<file path="src/rtl/serializer_param.sv">
// Parametrised parallel-to-serial converter: captures a DATA_W-bit word with a
// programmable bit count and shifts it out one bit per clock, MSB- or LSB-first.
module serializer_param #(
  parameter int DATA_W    = 16,
  parameter int MOD_W     = $clog2(DATA_W),
  parameter int MIN_LEN   = 3,
  parameter bit LSB_FIRST = 1'b0
) (
  input  logic              clk_i,
  input  logic              srst_i,
  input  logic [DATA_W-1:0] data_i,
  input  logic [MOD_W-1:0]  data_mod_i,
  input  logic              data_val_i,
  output logic              ser_data_o,
  output logic              ser_data_val_o,
  output logic              busy_o
);

  // One extra bit so that a full-width length does not wrap to zero.
  localparam int LEN_W = $clog2(DATA_W + 1);

  typedef enum logic {IDLE, SHIFT} state_t;

  state_t            state, state_nxt;
  logic [LEN_W-1:0]  cnt, cnt_nxt, len;
  logic [DATA_W-1:0] sreg, sreg_nxt;
  logic              bit_nxt, val_nxt, busy_nxt;
  logic              len_ok, accept;

  function automatic logic front(input logic [DATA_W-1:0] d);
    return LSB_FIRST ? d[0] : d[DATA_W-1];
  endfunction

  function automatic logic [DATA_W-1:0] rest(input logic [DATA_W-1:0] d);
    return LSB_FIRST ? {1'b0, d[DATA_W-1:1]} : {d[DATA_W-2:0], 1'b0};
  endfunction

  always_comb begin
    len = (data_mod_i == '0) ? LEN_W'(DATA_W) : LEN_W'(data_mod_i);
  end

  assign len_ok = (len >= LEN_W'(MIN_LEN));
  // busy_o is low in IDLE and during the final bit, which is what lets a new
  // word load on the same edge the previous one finishes.
  assign accept = data_val_i && !busy_o && len_ok;

  always_comb begin
    state_nxt = state;
    cnt_nxt   = cnt;
    sreg_nxt  = sreg;
    bit_nxt   = 1'b0;
    val_nxt   = 1'b0;
    busy_nxt  = 1'b0;
    if (accept) begin
      state_nxt = SHIFT;
      cnt_nxt   = len;
      bit_nxt   = front(data_i);
      sreg_nxt  = rest(data_i);
      val_nxt   = 1'b1;
      busy_nxt  = (len > LEN_W'(1));
    end else begin
      case (state)
        SHIFT: begin
          if (cnt > LEN_W'(1)) begin
            cnt_nxt  = cnt - LEN_W'(1);
            bit_nxt  = front(sreg);
            sreg_nxt = rest(sreg);
            val_nxt  = 1'b1;
            busy_nxt = (cnt_nxt > LEN_W'(1));
          end else begin
            state_nxt = IDLE;
            cnt_nxt   = '0;
            sreg_nxt  = '0;
          end
        end
        default: begin
          state_nxt = IDLE;
        end
      endcase
    end
  end

  always_ff @(posedge clk_i) begin
    if (srst_i) begin
      state          <= IDLE;
      cnt            <= '0;
      sreg           <= '0;
      ser_data_o     <= 1'b0;
      ser_data_val_o <= 1'b0;
      busy_o         <= 1'b0;
    end else begin
      state          <= state_nxt;
      cnt            <= cnt_nxt;
      sreg           <= sreg_nxt;
      ser_data_o     <= bit_nxt;
      ser_data_val_o <= val_nxt;
      busy_o         <= busy_nxt;
    end
  end

endmodule

</file>
<file path="config.mk">
export PLATFORM = sky130hd
export DESIGN_NAME = serializer_param
export DESIGN_NICKNAME = d
export VERILOG_FILES = /design/src/rtl/serializer_param.sv
export SDC_FILE = /design/constraint.sdc
export NUM_CORES = 1
export LEC_CHECK = 0
export CAP_MARGIN = 20
export CORE_MARGIN = 2
export CORE_UTILIZATION = 50
export CTS_CLUSTER_SIZE = 16
export DETAILED_ROUTE_END_ITERATION = 10
export PLACE_DENSITY = 0.76
export SLEW_MARGIN = 40
export SYNTH_ARGS = -nofsm -noshare
export SYNTH_HDL_FRONTEND = slang
export SYNTH_SLANG_ARGS = --single-unit
</file>
<file path="constraint.sdc">
create_clock -name clk_i -period 2.7 [get_ports clk_i]
set_clock_uncertainty 0.1 [all_clocks]
set_input_delay 0.54 -clock clk_i [delete_from_list [all_inputs] [get_ports clk_i]]
set_output_delay 0.54 -clock clk_i [all_outputs]
set_load 0.1 [all_outputs]
</file>
# Yosys cells after proc, flatten, opt, wreduce, memory -nomap -nowiden
# Index checks and enable logic that the tools add are counted.
[totals]
ff_bits = 24
out_inout_bits = 3
word_cells = 33
[op_classes]
addsub = 1
magnitude_cmp = 4
n_mux = 16
reduce_logical = 6
[op_table]
columns = ["op", "n"]
rows = [
  ["$mux W16", 3],
  ["$mux W5", 4],
  ["$gt A5 B1 Y1 const B", 3],
  ["$mux W1", 9],
  ["$ge A5 B2 Y1 const B", 1],
  ["$sub A5 B1 Y5 const B", 1],
  ["$logic_not A4 Y1", 1],
  ["$logic_and A1 B1 Y1", 2],
  ["$reduce_bool A2 Y1", 1],
  ["$reduce_or A2 Y1", 1],
  ["$logic_not A1 Y1", 1],
]

# Longest topological paths before layout
# Gate-level depths: netlist of run 1.
[depth]
depth_word = 5
depth_mapped = 7
depth_no_buf = 6

# Worst setup path after synthesis of run 1
# No wires, ideal clock.
[synth_timing]
kind = "flip-flop to flip-flop"
from = "reg state"
to = "reg sreg[9]"
t_arrival_ps = 2092
required_time_ps = 2522
path_slack_ps = 430
stages_incl_launch_ff = 7
path_buffers = 2
period_less_slack_ps = 2270
cell_sequence = "dfxtp_1 buf_4 clkinv_1 a21oi_2 buf_4 a221oi_1 nor3_1"
[synth_between]
elab_chain_len = 1
[synth_rtl]
columns = ["item", "line", "text"]
rows = [
  ["start: declaration", "24", "state_t state, state_nxt;"],
  ["start signal: assignment", "92", "state <= state_nxt;"],
  ["$reduce_bool A2 Y1 (no line)", "--", ""],
  ["end signal: assignment", "94", "sreg <= sreg_nxt;"],
  ["end: declaration", "26", "logic [DATA_W-1:0] sreg, sreg_nxt;"],
]
# Every way passes these cells.
# A chain may end at the register's enable or synchronous reset.

# Final worst setup path of run 1
[layout_timing]
from = "in data_mod_i[0]"
to = "reg sreg[2]"
[layout_between]
elab_chain_len = 5
[layout_rtl]
columns = ["item", "line", "text"]
rows = [
  ["start: declaration", "12", "input logic [MOD_W-1:0] data_mod_i,"],
  ["$logic_not A4 Y1", "39", "len = (data_mod_i == '0) ? LEN_W'(DATA_W) : LEN_W'(data_mod_i);"],
  ["$mux W5 (*)", "39", ""],
  ["$ge A5 B2 Y1 (*)", "42", "assign len_ok = (len >= LEN_W'(MIN_LEN));"],
  ["$logic_and A1 B1 Y1 (*)", "45", "assign accept = data_val_i && !busy_o && len_ok;"],
  ["$mux W16 / $reduce_bool A2 Y1 (equally long branches)", "--", ""],
]
# Every way passes the cells marked *; elsewhere a longest branch is shown, timed or not.

==> impl_metrics.json, run 1 <==
{
  "outcome": "finished, final reports clean",
  "antenna_cells": 0,
  "yosysMostFrequentCell": "dfxtp_1",
  "start_kind": "primary input",
  "cp-end-kind": "flip-flop",
  "initial_core_util": 0.540,
  "async_flop_share": 0,
  "drc": 0,
  "clock_path_buffers": 2,
  "postSynthCellCount": 143,
  "grt_pass1_vias": 1088,
  "synthesis.area_um2": 1230,
  "cts_buffers": 3,
  "rr_startpoint": "cnt[1]",
  "yosys-top-cells-count": "dfxtp_1, nor2_1, nor3_1",
  "period_share": 0.747,
  "critPathTopFamily": "buffers and inverters",
  "rr_endpoint": "cnt[4]",
  "synth_fp_nets": 169,
  "vdd_drop_max_mv": 0.442,
  "yosysWarnings": 0,
  "coreArea_um2": 2280,
  "max_freq_mhz": 496,
  "power_leakage_nw": 0.550,
  "cp_max_fo": 17,
  "overflow": 0,
  "path_depth": 6,
  "crit_slowest_cell": "clkdlybuf4s50_1",
  "finalSetupViolations": 0,
  "drtIter0Drc": 19,
  "clkLatencyLatePin_ps": 300,
  "clock-sinks": 23,
  "synth_area_leaders": "dfxtp_1, a221oi_2, nor3_1, nor2_1, a221oi_1",
  "area_growth_pct": 23.9,
  "clock-root-buffer": "clkbuf_4",
  "die_area_um2": 2870,
  "cts_resized": 0,
  "gp_congestion": 0.808,
  "crit_type": "primary input to flip-flop",
  "synth_top_area_frac": 0.374,
  "place_hpwl_um": 2060,
  "max_stage_delay_ps": 560,
  "vias_per_cell": 5.93,
  "nNetsFinal": 195,
  "route.detailed.wl_per_inst_um": 13.9,
  "htreeDepth": 1,
  "vias": 1162,
  "die_h_um": 53.6,
  "layout-drive-gt1-share": 0.131,
  "maxSlewViolCount": 0,
  "slew_headroom": 0.665,
  "cp.arrival_ps": 2110,
  "dr.pass1.iters": 5,
  "min_path_type": "flip-flop to flip-flop",
  "synth.distinct_cells": 40,
  "worstPathCellList": "clkdlybuf4s50_1 > xnor2_1 > o31a_1 > buf_4 > a221oi_1 > nor3_1",
  "port_buffers": 25,
  "ant_nets": 0,
  "gr-usage-all-layers": 0.221,
  "setup_tns_ps": 0,
  "fp-row-count": 17,
  "cts_setup_buffers": 0,
  "crit_start": "data_mod_i[0]",
  "ys.flop_type": "dfxtp_1",
  "grt_max_degree": 18,
  "ys_seq_elements": 23,
  "maxCapViolations": 0,
  "yosysTopAreaCell": "dfxtp_1",
  "cts.reportedPaths.clkPinSlew_ps": 130,
  "holdPathStages": 2,
  "rsz0062_at_grt": "no",
  "io_pins": 26,
  "cts_tree": "built",
  "fp.dieW_um": 53.6,
  "fin_crit_ps": 2020,
  "post-route-util": 0.670,
  "wl_um": 2730,
  "synth-edff-count": 0,
  "reg2reg_depth": 6,
  "hold_start": "sreg[1]",
  "final_area_um2": 1520,
  "path_buf_inv": 2,
  "cts_hold_buf": 0,
  "dpl_cell_area_um2": 1500,
  "syn_area_per_cell_um2": 8.60,
  "reg2reg_slack_ps": 700,
  "tightest_slew_ps": 501,
  "grt_pass1_wl_um": 4720,
  "hold_violations": 0,
  "ys_seq_area_frac": 0.374,
  "antenna_found_initial": 0,
  "holdPathEnd": "sreg[1]",
  "power_density_nw_per_um2": 572,
  "crit_required_ps": 2800
}
## logic make-up after synthesis
| logic type | synth area share |
|---|---|
| flops | 0.374 |
| xor+xnor | 0.0285 |
| compound gates | 0.280 |
| buf+inv | 0.0661 |
| simple gates | 0.221 |
| fa+ha+maj | 0.0305 |
## report_power, final
| group | total [mW] | leakage (nW) | switching, mW | internal [mW] |
|---|---|---|---|---|
| registers | 0.416 | 0.190 | 0.0388 | 0.378 |
| logic | 0.295 | 0.345 | 0.162 | 0.133 |
| clock network | 0.160 | 0.0150 | 0.103 | 0.0576 |
| total | 0.872 | 0.550 | 0.304 | 0.568 |
## flip-flops by register name, indices dropped and copies added (netlist names)
signal and count:
busy_o 1, cnt 5, ser_data_o 1, state 1, sreg 15
## per-layer routing
| layer | part of all wire | wire length (um) | vias to the layer above | global-route usage |
|---|---|---|---|---|
| li1 | - | - | 585 | - |
| met4 | 0.0073 | 20 | 0 | 0.0556 |
| met2 | 0.53 | 1440 | 27 | 0.401 |
| met3 | 0.038 | 105 | 4 | 0.0361 |
| met1 | 0.43 | 1170 | 546 | 0.270 |
| met5 | 0 | 0 | - | 0 |
## worst max path at each step
stage / endpoint / slack (ps)
final: sreg[2] / 680
after global routing: cnt[3] / 580
after CTS: sreg[2] / 680
after detailed placement: sreg[4] / 400
after global placement: ser_data_o / 430
after floorplan: sreg[9] / 430
## worst min-delay path, delay by kind of cell (launching register included)
kind | cells | cell delay, ps
DFF | 1 | 340
and+or+nand+nor | 1 | 70
AOI/OAI and AO/OA | 1 | 60
## metrics by stage
| step | hold WS, ps | power, mW | worst slack, ps | instances |
|---|---|---|---|---|
| 2_1_floorplan | 348 | 0.633 | 430 | 143 |
| 3_3_place_gp | 356 | 0.710 | 435 | 192 |
| 3_5_place_dp | 370 | 0.718 | 395 | 192 |
| 4_1_cts | 387 | 0.873 | 679 | 196 |
| 5_1_grt | 411 | 0.924 | 579 | 196 |
| 6_report | 390 | 0.872 | 682 | 196 |
## final cells by class
| type | count | area, um2 |
|---|---|---|
| inverters | 5 | 18.8 |
| flip-flops and latches | 23 | 460 |
| well taps | 28 | 35.0 |
| multi-input cells | 104 | 688 |
| clock buffers | 4 | 26.3 |
| fillers | 189 | 752 |
| repair buffers | 32 | 295 |
## cell usage in the layout, fill, tap and decap left out, drive strengths merged
master	count
o221ai	1
clkbuf	4
nand2	6
nand3	3
ha	3
o21a	1
or3	1
nor4	1
o21ai	4
a31oi	1
o21bai	1
clkdlybuf4s50	22
a32oi	1
clkinv	1
inv	4
or4b	1
a22oi	1
nor3	18
nor3b	1
nand2b	2
nor2b	1
nand3b	1
o31a	1
a221oi	15
a41oi	1
a211oi	3
buf	10
a21oi	7
xnor2	3
xor2	1
o31ai	2
nor2	22
a32o	1
dfxtp	23
Power figures use the tool's default switching activity.
==> run 2, diff against run 1 <==
==> constraint.sdc (replaced) <==
create_clock -name clk_i -period 2 [get_ports clk_i]
set_clock_uncertainty 0.1 [all_clocks]
set_input_delay 0.4 -clock clk_i [delete_from_list [all_inputs] [get_ports clk_i]]
set_output_delay 0.4 -clock clk_i [all_outputs]
set_load 0.1 [all_outputs]
==> impl_metrics.json, run 2 (same netlist as run 1, synthesis figures left out) <==
{
  "drtIter0Drc": 31,
  "start_kind": "flip-flop",
  "coreArea_um2": 2280,
  "cp.arrival_ps": 2020,
  "fp.dieW_um": 53.6,
  "gp_congestion": 0.832,
  "finalSetupViolations": 0,
  "area.sequential_um2": 463,
  "swShare": 0.350,
  "worstPathCellList": "inv_1 > ha_1 > o21bai_1 > or4b_1 > a32oi_1 > o21a_1",
  "top_register": "sreg",
  "cts_buffers": 3,
  "seq_power_share": 0.462,
  "cts_tree": "built",
  "power_density_nw_per_um2": 756,
  "p_comb_frac": 0.354,
  "antenna_found_initial": 0,
  "fp-row-count": 17,
  "fin_crit_ps": 1840,
  "max_stage_delay_ps": 490,
  "crit_start": "cnt[1]",
  "power.internal_mw": 0.794,
  "rsz0062_at_grt": "no",
  "cts.reportedPaths.clkPinSlew_ps": 140,
  "gr-usage-all-layers": 0.225,
  "p_total_mw": 1.22,
  "clock-root-buffer": "clkbuf_4",
  "critPathTopFamily": "compound AO/OA/AOI/OAI gates",
  "die_h_um": 53.6,
  "p_switching_mw": 0.428,
  "largest_reg_flops": 15,
  "clock_path_buffers": 2,
  "tightest_slew_ps": 498,
  "post-route-util": 0.710,
  "area_growth_pct": 31.4,
  "maxSlewViolCount": 0,
  "crit_required_ps": 2180,
  "maxCapViolations": 0,
  "port_buffers": 25,
  "dr.pass1.iters": 4,
  "overflow": 0,
  "cp-end-kind": "flip-flop",
  "max_freq_mhz": 544,
  "clockPowerShare": 0.183,
  "crit_slowest_cell": "or4b_1",
  "crit_type": "flip-flop to flip-flop",
  "most-common-layout-cells": "nor2_1, clkdlybuf4s50_1, dfxtp_1, nor3_1, buf_4",
  "cts_setup_buffers": 0,
  "multi_input_area_um2": 688,
  "power_leakage_nw": 0.600,
  "ant_nets": 0,
  "place_hpwl_um": 2110,
  "clkLatencyLatePin_ps": 320,
  "dpl_cell_area_um2": 1590,
  "grt_pass1_wl_um": 4810,
  "period_share": 0.919,
  "path_buf_inv": 1,
  "clock-sinks": 23,
  "io_pins": 26,
  "outcome": "finished, final reports clean",
  "hold_violations": 0,
  "vias_per_cell": 5.73,
  "cp_max_fo": 5,
  "rr_startpoint": "cnt[1]",
  "pre_cts_ws_ps": -42.0,
  "grt_max_degree": 18,
  "hold-worst-slack_ps": 389,
  "wl_um": 2730,
  "drc": 0,
  "min_path_type": "flip-flop to flip-flop",
  "nNetsFinal": 203,
  "hold_start": "sreg[1]",
  "fillerInstances": 178,
  "grt_pass1_vias": 1153,
  "antenna_cells": 0,
  "htreeDepth": 1,
  "initial_core_util": 0.540,
  "vias": 1168,
  "final_area_um2": 1620,
  "layout-drive-gt1-share": 0.188,
  "reg_top3": "sreg (15), cnt (5)",
  "die_area_um2": 2870,
  "setup_slack_ps": 162,
  "slew_headroom": 0.667,
  "vdd_drop_max_mv": 0.506,
  "route.detailed.wl_per_inst_um": 13.4
}
## run 2: repair_timing
item,4_1_cts,5_1_grt
resized for setup,0,1
endpoints found under the hold margin,0,0
setup endpoints to repair,0,2
hold buffers,0,0
## run 2: per-layer routing
layer | vias up | GRT usage | share of wire
met5 | - | 0 | 0
met2 | 29 | 0.387 | 0.51
met3 | 2 | 0.0306 | 0.033
met4 | 0 | 0.0812 | 0.0084
met1 | 541 | 0.287 | 0.45
li1 | 596 | - | -
## run 2: final timing paths
check	end	slack, ps	depth (start not counted)
min reg2reg	sreg[1]	390	2
max reg2reg	cnt[4]	160	6
max	cnt[4]	160	6
min	sreg[1]	390	2
## run 2: layout make-up
type / instances / share of cell area
tap: 28 / 0.0217
clock buffer: 3 / 0.0139
inverter: 5 / 0.0116
sequential: 23 / 0.286
clock inverter: 1 / 0.00310
multi-input combinational: 104 / 0.426
timing repair buffer: 40 / 0.238
## run 2: worst register-to-register path, cell delays in order, from the launching register on
cell,delay [ps]
dfxtp_1,430
inv_1,80
ha_1,180
o21bai_1,170
or4b_1,490
a32oi_1,220
o21a_1,130
## run 2: power groups by stage
stage | Sequential (mW) | Combinational (mW) | Clock (mW)
2_1_floorplan | 0.595 | 0.261 | 0
3_5_place_dp | 0.575 | 0.429 | 0
6_report | 0.565 | 0.433 | 0.224
3_3_place_gp | 0.572 | 0.418 | 0
5_1_grt | 0.575 | 0.475 | 0.249
4_1_cts | 0.565 | 0.431 | 0.231
## run 2: stage by stage
step / std cells / TNS, ps
6_report: 204 / 0
4_1_cts: 204 / 0
3_5_place_dp: 200 / -314
2_1_floorplan: 143 / 0
3_3_place_gp: 200 / -0.295
5_1_grt: 204 / 0
==> run 3, diff against run 2 <==
--- a/config.mk
+++ b/config.mk
@@ -10,7 +10,9 @@
 export CORE_UTILIZATION = 50
 export CTS_CLUSTER_SIZE = 16
 export DETAILED_ROUTE_END_ITERATION = 10
+export GPL_TIMING_DRIVEN = 0
 export PLACE_DENSITY = 0.76
+export SKIP_CTS_REPAIR_TIMING = 1
 export SLEW_MARGIN = 40
 export SYNTH_ARGS = -nofsm -noshare
 export SYNTH_HDL_FRONTEND = slang
==> impl_metrics.json, run 3 (same netlist as run 1, synthesis figures left out) <==
{
  "cp.arrival_ps": 2110,
  "max_freq_mhz": 515,
  "largest_reg_flops": 15,
  "crit_required_ps": 2170,
  "crit_type": "flip-flop to flip-flop",
  "area_growth_pct": 27.2,
  "dpl_cell_area_um2": 1500,
  "cp_max_fo": 5,
  "finalSetupViolations": 0,
  "start_kind": "flip-flop",
  "vias": 1190,
  "cts.reportedPaths.clkPinSlew_ps": 140,
  "antenna_found_initial": 0,
  "drc": 0,
  "io_pins": 26,
  "vias_per_cell": 5.86,
  "most-common-layout-cells": "nor2_1, clkdlybuf4s50_1, dfxtp_1, nor3_1, a221oi_1",
  "grt_pass1_vias": 1064,
  "setup_slack_ps": 58.9,
  "maxSlewViolCount": 0,
  "grt_pass1_wl_um": 4810,
  "route.detailed.wl_per_inst_um": 14.4,
  "drtIter0Drc": 19,
  "setup_tns_ps": 0,
  "cts_tree": "built",
  "tightest_slew_ps": 577,
  "coreArea_um2": 2280,
  "die_h_um": 53.6,
  "clock-sinks": 23,
  "maxCapViolations": 0,
  "crit_slowest_cell": "or4b_1",
  "dr.pass1.iters": 4,
  "wl_met3_um": 78,
  "die_area_um2": 2870,
  "antenna_cells": 0,
  "gr-usage-all-layers": 0.232,
  "initial_core_util": 0.540,
  "nNetsFinal": 202,
  "hold_violations": 0,
  "reg_top3": "sreg (15), cnt (5)",
  "clock-root-buffer": "clkbuf_4",
  "post-route-util": 0.687,
  "final_area_um2": 1560,
  "grt_max_degree": 13,
  "fp-row-count": 17,
  "fillerInstances": 199,
  "cts_buffers": 3,
  "overflow": 0,
  "top_register": "sreg",
  "final_cell_count_no_fill": 203,
  "ant_nets": 0,
  "hold-worst-slack_ps": 380,
  "min_path_type": "flip-flop to flip-flop",
  "power_leakage_nw": 0.576,
  "pre_cts_ws_ps": -234,
  "wl_met2_um": 1480,
  "fin_crit_ps": 1940,
  "fp.dieW_um": 53.6,
  "htreeDepth": 1,
  "slew_headroom": 0.615,
  "top_layer": "met4",
  "clock_path_buffers": 2,
  "port_buffers": 25,
  "reg2reg_slack_ps": 60,
  "outcome": "finished, final reports clean",
  "vdd_drop_max_mv": 0.504,
  "worstPathCellList": "inv_1 > ha_1 > o21bai_2 > or4b_1 > a41oi_1 > o21a_1",
  "placed_cells": 196,
  "gp_congestion": 0.834,
  "clkLatencyLatePin_ps": 320,
  "power_density_nw_per_um2": 776,
  "wl_met1_um": 1320,
  "max_stage_delay_ps": 510,
  "layout-drive-gt1-share": 0.171,
  "p_total_mw": 1.21,
  "place_hpwl_um": 2140,
  "wl_um": 2930,
  "cp-end-kind": "flip-flop",
  "period_share": 0.971
}
[run 3: area by class of cell]
class                   instances  area, um2  area share
multi-input cells             104        699       0.447
flip-flops and latches         23        464       0.297
well taps                      28       35.0      0.0224
inverters                       5       18.8      0.0120
clock buffers                   4       26.3      0.0168
plain buffers                  11       62.6      0.0400
repair buffers                 28        258       0.165
[run 3: worst paths after layout]
path                            endpoint    start  cells past startpoint
worst min register to register   sreg[1]  sreg[1]                      2
worst min-delay path             sreg[1]  sreg[1]                      2
worst max register to register    cnt[4]   cnt[1]                      6
worst max-delay path              cnt[4]   cnt[1]                      6
[run 3: critical path: cells and delay by family, from the launching register on]
| family | cells | cell delay [ps] |
|---|---|---|
| fa+ha+maj | 1 | 180 |
| buf+inv | 1 | 80 |
| flops | 1 | 410 |
| simple gates | 1 | 510 |
| compound gates | 3 | 610 |
[run 3: power breakdown]
part,internal [mW],total (mW),leakage (nW),switching [mW]
sequential,0.511,0.555,0.191,0.0443
clock,0.0782,0.226,0.0150,0.147
combinational,0.190,0.432,0.370,0.242
[run 3: layer usage]
layer,global-route usage,vias up
met1,0.287,568
met4,0.107,0
met5,0,-
met2,0.397,18
met3,0.0333,5
li1,-,599
